==> src/rtl/mips_mem_pkg.sv <==
// Shared types for the unified-memory port arbiter: FSM states, grant identity
// and default bus widths.
package mips_mem_pkg;

   localparam int ADDR_W_DEF = 32;
   localparam int DATA_W_DEF = 32;

   typedef enum logic [1:0] {
      IDLE    = 2'd0,
      SERVE_I = 2'd1,
      SERVE_D = 2'd2
   } arb_state_t;

   typedef enum logic {
      GNT_I = 1'b0,
      GNT_D = 1'b1
   } grant_t;

endpackage

==> src/rtl/mem_port_arbiter_if.sv <==
// Bundle of the fetch port, data port, hazard stalls and memory-side
// req/ack bus. The arbiter takes the slave view; the core/memory take master.
interface mem_port_arbiter_if #(
   parameter int ADDR_W = mips_mem_pkg::ADDR_W_DEF,
   parameter int DATA_W = mips_mem_pkg::DATA_W_DEF
);

   logic              i_req;
   logic [ADDR_W-1:0] i_addr;
   logic [DATA_W-1:0] i_rdata;
   logic              i_ready;

   logic              d_req;
   logic              d_we;
   logic [ADDR_W-1:0] d_addr;
   logic [DATA_W-1:0] d_wdata;
   logic [DATA_W-1:0] d_rdata;
   logic              d_ready;

   logic              stall_f;
   logic              stall_m;

   logic              mem_req;
   logic              mem_we;
   logic [ADDR_W-1:0] mem_addr;
   logic [DATA_W-1:0] mem_wdata;
   logic [DATA_W-1:0] mem_rdata;
   logic              mem_ack;

   logic              err;

   modport slave (
      input  i_req, i_addr, d_req, d_we, d_addr, d_wdata, mem_rdata, mem_ack,
      output i_rdata, i_ready, d_rdata, d_ready, stall_f, stall_m,
             mem_req, mem_we, mem_addr, mem_wdata, err
   );

   modport master (
      output i_req, i_addr, d_req, d_we, d_addr, d_wdata, mem_rdata, mem_ack,
      input  i_rdata, i_ready, d_rdata, d_ready, stall_f, stall_m,
             mem_req, mem_we, mem_addr, mem_wdata, err
   );

endinterface

==> src/rtl/mem_arb_watchdog.sv <==
// Counts memory wait cycles of the current transaction and flags expiry on the
// cycle that would exceed TIMEOUT_CYC outstanding mem_req cycles.
module mem_arb_watchdog #(
   parameter int TIMEOUT_CYC = 255
) (
   input  logic clk,
   input  logic reset,
   input  logic clear_i,
   input  logic enable_i,
   output logic expire_o
);

   localparam int               CNT_W  = $clog2(TIMEOUT_CYC + 1);
   localparam logic [CNT_W-1:0] LAST_C = CNT_W'(TIMEOUT_CYC - 1);

   logic [CNT_W-1:0] cnt_q;
   logic [CNT_W-1:0] cnt_d;

   // cnt_q equals the number of un-acked mem_req cycles already elapsed
   assign expire_o = enable_i & (cnt_q == LAST_C);

   always_comb begin
      cnt_d = cnt_q;
      if (clear_i) begin
         cnt_d = {CNT_W{1'b0}};
      end else if (enable_i && (cnt_q != LAST_C)) begin
         cnt_d = cnt_q + CNT_W'(1);
      end else begin
         cnt_d = cnt_q;
      end
   end

   always_ff @(posedge clk or posedge reset) begin
      if (reset) begin
         cnt_q <= {CNT_W{1'b0}};
      end else begin
         cnt_q <= cnt_d;
      end
   end

endmodule

==> src/rtl/mem_port_arbiter.sv <==
// Round-robin arbiter sharing one single-ported memory between the fetch and
// data ports, with registered memory requests, one-cycle ready pulses and a timeout.
module mem_port_arbiter
   import mips_mem_pkg::*;
#(
   parameter int ADDR_W      = ADDR_W_DEF,
   parameter int DATA_W      = DATA_W_DEF,
   parameter int TIMEOUT_CYC = 255
) (
   input  logic              clk,
   input  logic              reset,
   mem_port_arbiter_if.slave bus
);

   arb_state_t        state_q,     state_d;
   grant_t            last_q,      last_d;
   logic              mem_req_q,   mem_req_d;
   logic              mem_we_q,    mem_we_d;
   logic [ADDR_W-1:0] mem_addr_q,  mem_addr_d;
   logic [DATA_W-1:0] mem_wdata_q, mem_wdata_d;
   logic              i_ready_q,   i_ready_d;
   logic              d_ready_q,   d_ready_d;
   logic [DATA_W-1:0] i_rdata_q,   i_rdata_d;
   logic [DATA_W-1:0] d_rdata_q,   d_rdata_d;
   logic              err_q,       err_d;

   logic i_elig_s;
   logic d_elig_s;
   logic wd_clear_s;
   logic wd_en_s;
   logic wd_expire_s;

   // A port in its ready cycle is not eligible, so it cannot be re-granted at once
   assign i_elig_s = bus.i_req & ~i_ready_q;
   assign d_elig_s = bus.d_req & ~d_ready_q;

   assign bus.stall_f   = i_elig_s;
   assign bus.stall_m   = d_elig_s;
   assign bus.mem_req   = mem_req_q;
   assign bus.mem_we    = mem_we_q;
   assign bus.mem_addr  = mem_addr_q;
   assign bus.mem_wdata = mem_wdata_q;
   assign bus.i_ready   = i_ready_q;
   assign bus.d_ready   = d_ready_q;
   assign bus.i_rdata   = i_rdata_q;
   assign bus.d_rdata   = d_rdata_q;
   assign bus.err       = err_q;

   assign wd_en_s = (state_q != IDLE) && !bus.mem_ack;

   mem_arb_watchdog #(
      .TIMEOUT_CYC (TIMEOUT_CYC)
   ) u_watchdog (
      .clk      (clk),
      .reset    (reset),
      .clear_i  (wd_clear_s),
      .enable_i (wd_en_s),
      .expire_o (wd_expire_s)
   );

   always_comb begin
      state_d     = state_q;
      last_d      = last_q;
      mem_req_d   = mem_req_q;
      mem_we_d    = mem_we_q;
      mem_addr_d  = mem_addr_q;
      mem_wdata_d = mem_wdata_q;
      i_ready_d   = 1'b0;
      d_ready_d   = 1'b0;
      i_rdata_d   = i_rdata_q;
      d_rdata_d   = d_rdata_q;
      err_d       = err_q;
      wd_clear_s  = 1'b0;

      case (state_q)
         IDLE: begin
            if (d_elig_s && (!i_elig_s || (last_q == GNT_I))) begin
               state_d     = SERVE_D;
               mem_req_d   = 1'b1;
               mem_we_d    = bus.d_we;
               mem_addr_d  = bus.d_addr;
               mem_wdata_d = bus.d_wdata;
               wd_clear_s  = 1'b1;
            end else if (i_elig_s) begin
               state_d     = SERVE_I;
               mem_req_d   = 1'b1;
               mem_we_d    = 1'b0;
               mem_addr_d  = bus.i_addr;
               wd_clear_s  = 1'b1;
            end else begin
               state_d     = IDLE;
            end
         end
         SERVE_I, SERVE_D: begin
            // A timeout completes like an ack but returns zero data and sets err
            if (bus.mem_ack || wd_expire_s) begin
               state_d   = IDLE;
               mem_req_d = 1'b0;
               err_d     = err_q | ~bus.mem_ack;
               if (state_q == SERVE_I) begin
                  i_ready_d = 1'b1;
                  i_rdata_d = bus.mem_ack ? bus.mem_rdata : {DATA_W{1'b0}};
                  last_d    = GNT_I;
               end else begin
                  d_ready_d = 1'b1;
                  d_rdata_d = bus.mem_ack ? bus.mem_rdata : {DATA_W{1'b0}};
                  last_d    = GNT_D;
               end
            end else begin
               state_d = state_q;
            end
         end
         default: begin
            state_d   = IDLE;
            mem_req_d = 1'b0;
         end
      endcase
   end

   always_ff @(posedge clk or posedge reset) begin
      if (reset) begin
         state_q     <= IDLE;
         last_q      <= GNT_I;
         mem_req_q   <= 1'b0;
         mem_we_q    <= 1'b0;
         mem_addr_q  <= {ADDR_W{1'b0}};
         mem_wdata_q <= {DATA_W{1'b0}};
         i_ready_q   <= 1'b0;
         d_ready_q   <= 1'b0;
         i_rdata_q   <= {DATA_W{1'b0}};
         d_rdata_q   <= {DATA_W{1'b0}};
         err_q       <= 1'b0;
      end else begin
         state_q     <= state_d;
         last_q      <= last_d;
         mem_req_q   <= mem_req_d;
         mem_we_q    <= mem_we_d;
         mem_addr_q  <= mem_addr_d;
         mem_wdata_q <= mem_wdata_d;
         i_ready_q   <= i_ready_d;
         d_ready_q   <= d_ready_d;
         i_rdata_q   <= i_rdata_d;
         d_rdata_q   <= d_rdata_d;
         err_q       <= err_d;
      end
   end

endmodule

==> src/flat_wrapper.sv <==
// flat-port wrapper written by rule: the top's interface ports become plain ports
module mem_port_arbiter_flat import mips_mem_pkg::*;
#(
   parameter int ADDR_W      = ADDR_W_DEF,
   parameter int DATA_W      = DATA_W_DEF,
   parameter int TIMEOUT_CYC = 255
)
  (clk, reset, bus_i_req, bus_i_addr, bus_d_req, bus_d_we, bus_d_addr, bus_d_wdata, bus_mem_rdata, bus_mem_ack, bus_i_rdata, bus_i_ready, bus_d_rdata, bus_d_ready, bus_stall_f, bus_stall_m, bus_mem_req, bus_mem_we, bus_mem_addr, bus_mem_wdata, bus_err);
  mem_port_arbiter_if #(.ADDR_W(ADDR_W), .DATA_W(DATA_W)) bus_i ();
  input  logic clk;
  input  logic reset;
  input wire logic [$bits(bus_i.i_req)-1:0] bus_i_req;
  input wire logic [$bits(bus_i.i_addr)-1:0] bus_i_addr;
  input wire logic [$bits(bus_i.d_req)-1:0] bus_d_req;
  input wire logic [$bits(bus_i.d_we)-1:0] bus_d_we;
  input wire logic [$bits(bus_i.d_addr)-1:0] bus_d_addr;
  input wire logic [$bits(bus_i.d_wdata)-1:0] bus_d_wdata;
  input wire logic [$bits(bus_i.mem_rdata)-1:0] bus_mem_rdata;
  input wire logic [$bits(bus_i.mem_ack)-1:0] bus_mem_ack;
  output wire logic [$bits(bus_i.i_rdata)-1:0] bus_i_rdata;
  output wire logic [$bits(bus_i.i_ready)-1:0] bus_i_ready;
  output wire logic [$bits(bus_i.d_rdata)-1:0] bus_d_rdata;
  output wire logic [$bits(bus_i.d_ready)-1:0] bus_d_ready;
  output wire logic [$bits(bus_i.stall_f)-1:0] bus_stall_f;
  output wire logic [$bits(bus_i.stall_m)-1:0] bus_stall_m;
  output wire logic [$bits(bus_i.mem_req)-1:0] bus_mem_req;
  output wire logic [$bits(bus_i.mem_we)-1:0] bus_mem_we;
  output wire logic [$bits(bus_i.mem_addr)-1:0] bus_mem_addr;
  output wire logic [$bits(bus_i.mem_wdata)-1:0] bus_mem_wdata;
  output wire logic [$bits(bus_i.err)-1:0] bus_err;
  assign bus_i.i_req = bus_i_req;
  assign bus_i.i_addr = bus_i_addr;
  assign bus_i.d_req = bus_d_req;
  assign bus_i.d_we = bus_d_we;
  assign bus_i.d_addr = bus_d_addr;
  assign bus_i.d_wdata = bus_d_wdata;
  assign bus_i.mem_rdata = bus_mem_rdata;
  assign bus_i.mem_ack = bus_mem_ack;
  assign bus_i_rdata = bus_i.i_rdata;
  assign bus_i_ready = bus_i.i_ready;
  assign bus_d_rdata = bus_i.d_rdata;
  assign bus_d_ready = bus_i.d_ready;
  assign bus_stall_f = bus_i.stall_f;
  assign bus_stall_m = bus_i.stall_m;
  assign bus_mem_req = bus_i.mem_req;
  assign bus_mem_we = bus_i.mem_we;
  assign bus_mem_addr = bus_i.mem_addr;
  assign bus_mem_wdata = bus_i.mem_wdata;
  assign bus_err = bus_i.err;
  mem_port_arbiter #(.ADDR_W(ADDR_W), .DATA_W(DATA_W), .TIMEOUT_CYC(TIMEOUT_CYC)) u_core (.clk(clk), .reset(reset), .bus(bus_i));
endmodule
==> config.mk <==
export PLATFORM = sky130hd
export DESIGN_NAME = mem_port_arbiter_flat
export DESIGN_NICKNAME = d
export VERILOG_FILES = /design/src/rtl/mips_mem_pkg.sv /design/src/rtl/mem_port_arbiter_if.sv /design/src/rtl/mem_arb_watchdog.sv /design/src/rtl/mem_port_arbiter.sv /design/src/flat_wrapper.sv
export SDC_FILE = /design/constraint.sdc
export NUM_CORES = 1
export LEC_CHECK = 0
export BUFFER_PORTS_ARGS = -buffer_cell sky130_fd_sc_hd__buf_2
export CAP_MARGIN = 20
export CELL_PAD_IN_SITES_DETAIL_PLACEMENT = 1
export CELL_PAD_IN_SITES_GLOBAL_PLACEMENT = 1
export CORE_ASPECT_RATIO = 2
export CORE_MARGIN = 5
export CORE_UTILIZATION = 38
export CTS_CLUSTER_SIZE = 28
export DETAILED_ROUTE_END_ITERATION = 7
export PLACE_DENSITY = 0.83
export REMOVE_ABC_BUFFERS = 1
export SYNTH_ARGS = -nofsm -noshare
export SYNTH_HDL_FRONTEND = slang
export SYNTH_SLANG_ARGS = --single-unit
==> constraint.sdc <==
create_clock -name clk -period 12.15 [get_ports clk]
set_input_delay 2.43 -clock clk [delete_from_list [all_inputs] [get_ports clk]]
set_output_delay 2.43 -clock clk [all_outputs]
set_load 0.1 [all_outputs]
==> flow_summary.toml <==
[route]
drc = 0
post_drt_wl_per_cell_um = 19.7
num_vias = 4936
first_iter_violations = 112
postRouteAntennaNets = 0
firstDrtPassIters = 4
wirelength_mm = 18.6
viasPerCell = 5.25

[setup_path]
startpoint = "bus_i_req"
path_depth = 3
r2r_slack_ns = 9.36
cp_max_fo = 6
slowest_delay_ns = 0.54
path_delay_family = "buffers and inverters"
cp-start-kind = "input port"
r2r.worst_path.cells = 5
critical_path.cell_chain = "buf_2 > nor2b_1 > buf_2"
worst_ep_required_time_ns = 9.72
cp_common_cell = "buf_2"
r2r_end = "u_core.bus.mem_wdata[2]"
critPathCaptureType = "output pin"
path_class = "in2out"
slowest_stage = "buf_2"
crit_buf_inv = 2
arrival_ns = 3.51
r2r-start = "u_core.bus.d_ready"
crit_end = "bus_stall_f"

[synthesis]
synth_edf_count = 0
synth_most_common_cell = "dfrtp_1"
synthCells = 476
ys.flop_type = "dfrtp_1"
synth-compound-area-share = 0.167
synth_area_leaders = "dfrtp_1 (62%), mux2_2 (6.0%), a32o_1 (5.7%)"
yosysTopAreaCell = "dfrtp_1"
ys_warn_count = 0
synth_common_cells = "dfrtp_1 (144), nand2_1 (71), nor2_1 (39)"
yosys.area.top_type_share = 0.617
yosys.area_share.adder = 0.0107
synth_cell_type_count = 43
netlist_area_um2 = 5840
synthMuxAreaShare = 0.0651
syn_area_per_cell_um2 = 12.3
synth.yosys.seq_area_share = 0.617
yosys.area_share.simple = 0.0968
async_flop_share = 1.00
synth_top_family_by_area = "compound AO/OA/AOI/OAI gates"
ys_ff_latch = 144
synthXorXnorAreaFrac = 0.00450

[cts]
cts.repair.resized = 0
cts_buffer_depth = 2
clockRootBuffer = "clkbuf_16"
htree_num_levels = 4
clock_sinks = 144
cts_buffers = 17
clock_latency_ns = 0.42
cts_tree = "built"
hold_buffers = 0
clk_pin_slew_ns = 0.06
postCtsSetupRepairBufs = 0

[timing]
finalCritPeriodShare = 0.489
tightestPinTransition_ns = 1.03
rsz0062_at_grt = "no"
fin_ws_ns = 6.21
slew_headroom = 0.311
setup_violations = 0
hold_viol_final = 0
fin_skew_ns = 0.0112
holdWs_ns = 0.469
max_freq_mhz = 168
slew_viol_final = 0
fin_crit_ns = 5.94
tns_ns = 0

[place]
dpl_worst_slack_ns = 6.22
placed_area_um2 = 7270
numPortBuffers = 268
place_congestion = 0.785
dp_hpwl_mm = 13.9

[job]
drv_cap = 0

[finish]
area_growth_pct = 35.2
fin_nets = 869
final_area_um2 = 7900
n_antenna_cell = 0
layout-drive-gt1-share = 0.480

[status]
status = "complete, no violations"

[floorplanning]
ios = 269
die_x_um = 97.7
die_h_um = 185
fp-row-count = 64
coreArea_um2 = 15200
dieArea_um2 = 18100
start_util = 0.384

[grt]
first_global_vias = 5546
antenna_found_initial = 1
grt_pass1_wl_mm = 29.4
grt-ovfl-total = 0
grt_use_total = 0.207
grt_max_degree = 75

[hold_path]
hp-class = "reg2reg"
hold_start = "u_core.bus.err"
[worst register-to-register path: cells and delay by family, from the launching register on]
kind,cells,cell delay (ns)
muxes,1,0.29
DFF,1,0.40
and+or+nand+nor,2,0.89
buffers and inverters,1,0.37
AOI/OAI and AO/OA,1,0.72
[per-layer routing]
layer,vias to the layer above,wire length [um],track usage
met4,2,686,0.101
met1,2444,6360,0.208
li1,2235,-,-
met3,50,932,0.0445
met5,-,13,0
met2,205,10600,0.399
[per-stage QoR]
step	std cells	utilization
6_report	941	0.519
5_1_grt	941	0.519
4_1_cts	940	0.518
3_5_place_dp	908	0.478
3_3_place_gp	907	0.477
2_1_floorplan	439	-
[layout by cell type (no fill, tap or decap), types with 3 or more instances in the layout]
master | Yosys | layout
a22o_1 | 20 | 20
inv_1 | 7 | 6
clkinvlp_4 | 0 | 4
a31oi_1 | 32 | 32
bufinv_16 | 0 | 3
a21oi_1 | 5 | 5
mux2_2 | 31 | 31
nand3_1 | 3 | 3
inv_6 | 0 | 3
clkbuf_16 | 0 | 17
ha_1 | 5 | 5
o21ai_0 | 5 | 5
nor2_1 | 39 | 39
a32o_1 | 33 | 33
nand2_1 | 71 | 71
buf_2 | 10 | 268
a22o_2 | 12 | 12
dfrtp_1 | 144 | 144
[logic make-up (layout without fill, tap and decap cells)]
logic type | after synthesis | after routing
mux | 34 | 34
compound gates | 117 | 117
fa+ha+maj | 5 | 5
buf+inv | 44 | 311
simple gates | 129 | 129
xor+xnor | 3 | 3
flops | 144 | 144
[worst min-delay path by stage]
stage,cells after the start,end
after CTS,1,u_core.bus.err
after global placement,1,u_core.bus.err
final,1,u_core.bus.err
after floorplan,2,u_core.u_watchdog.cnt_q[7]
after global routing,1,u_core.bus.d_rdata[25]
after detailed placement,1,u_core.bus.err
[flip-flops by register name, indices dropped and copies added, names as in the netlist]
register	count
u_core.bus.mem_addr	32
u_core.state_q	2
u_core.u_watchdog.cnt_q	8
u_core.bus.err	1
u_core.bus.d_rdata	32
u_core.bus.i_rdata	32
u_core.bus.mem_req	1
u_core.bus.mem_wdata	32
u_core.bus.mem_we	1
u_core.bus.d_ready	1
u_core.bus.i_ready	1
u_core.last_q	1
[area by class of cell]
type	instances	area [um^2]
Sequential cell	144	3600
Clock inverter	12	156
Tap cell	198	248
Clock buffer	20	457
Timing Repair Buffer	272	1390
Inverter	7	31.3
Multi-Input combinational cell	288	2010
Fill cell	1722	7320
Power is not shown: default switching activity piles up to over one toggle a cycle in this logic, so the estimate is an artifact.
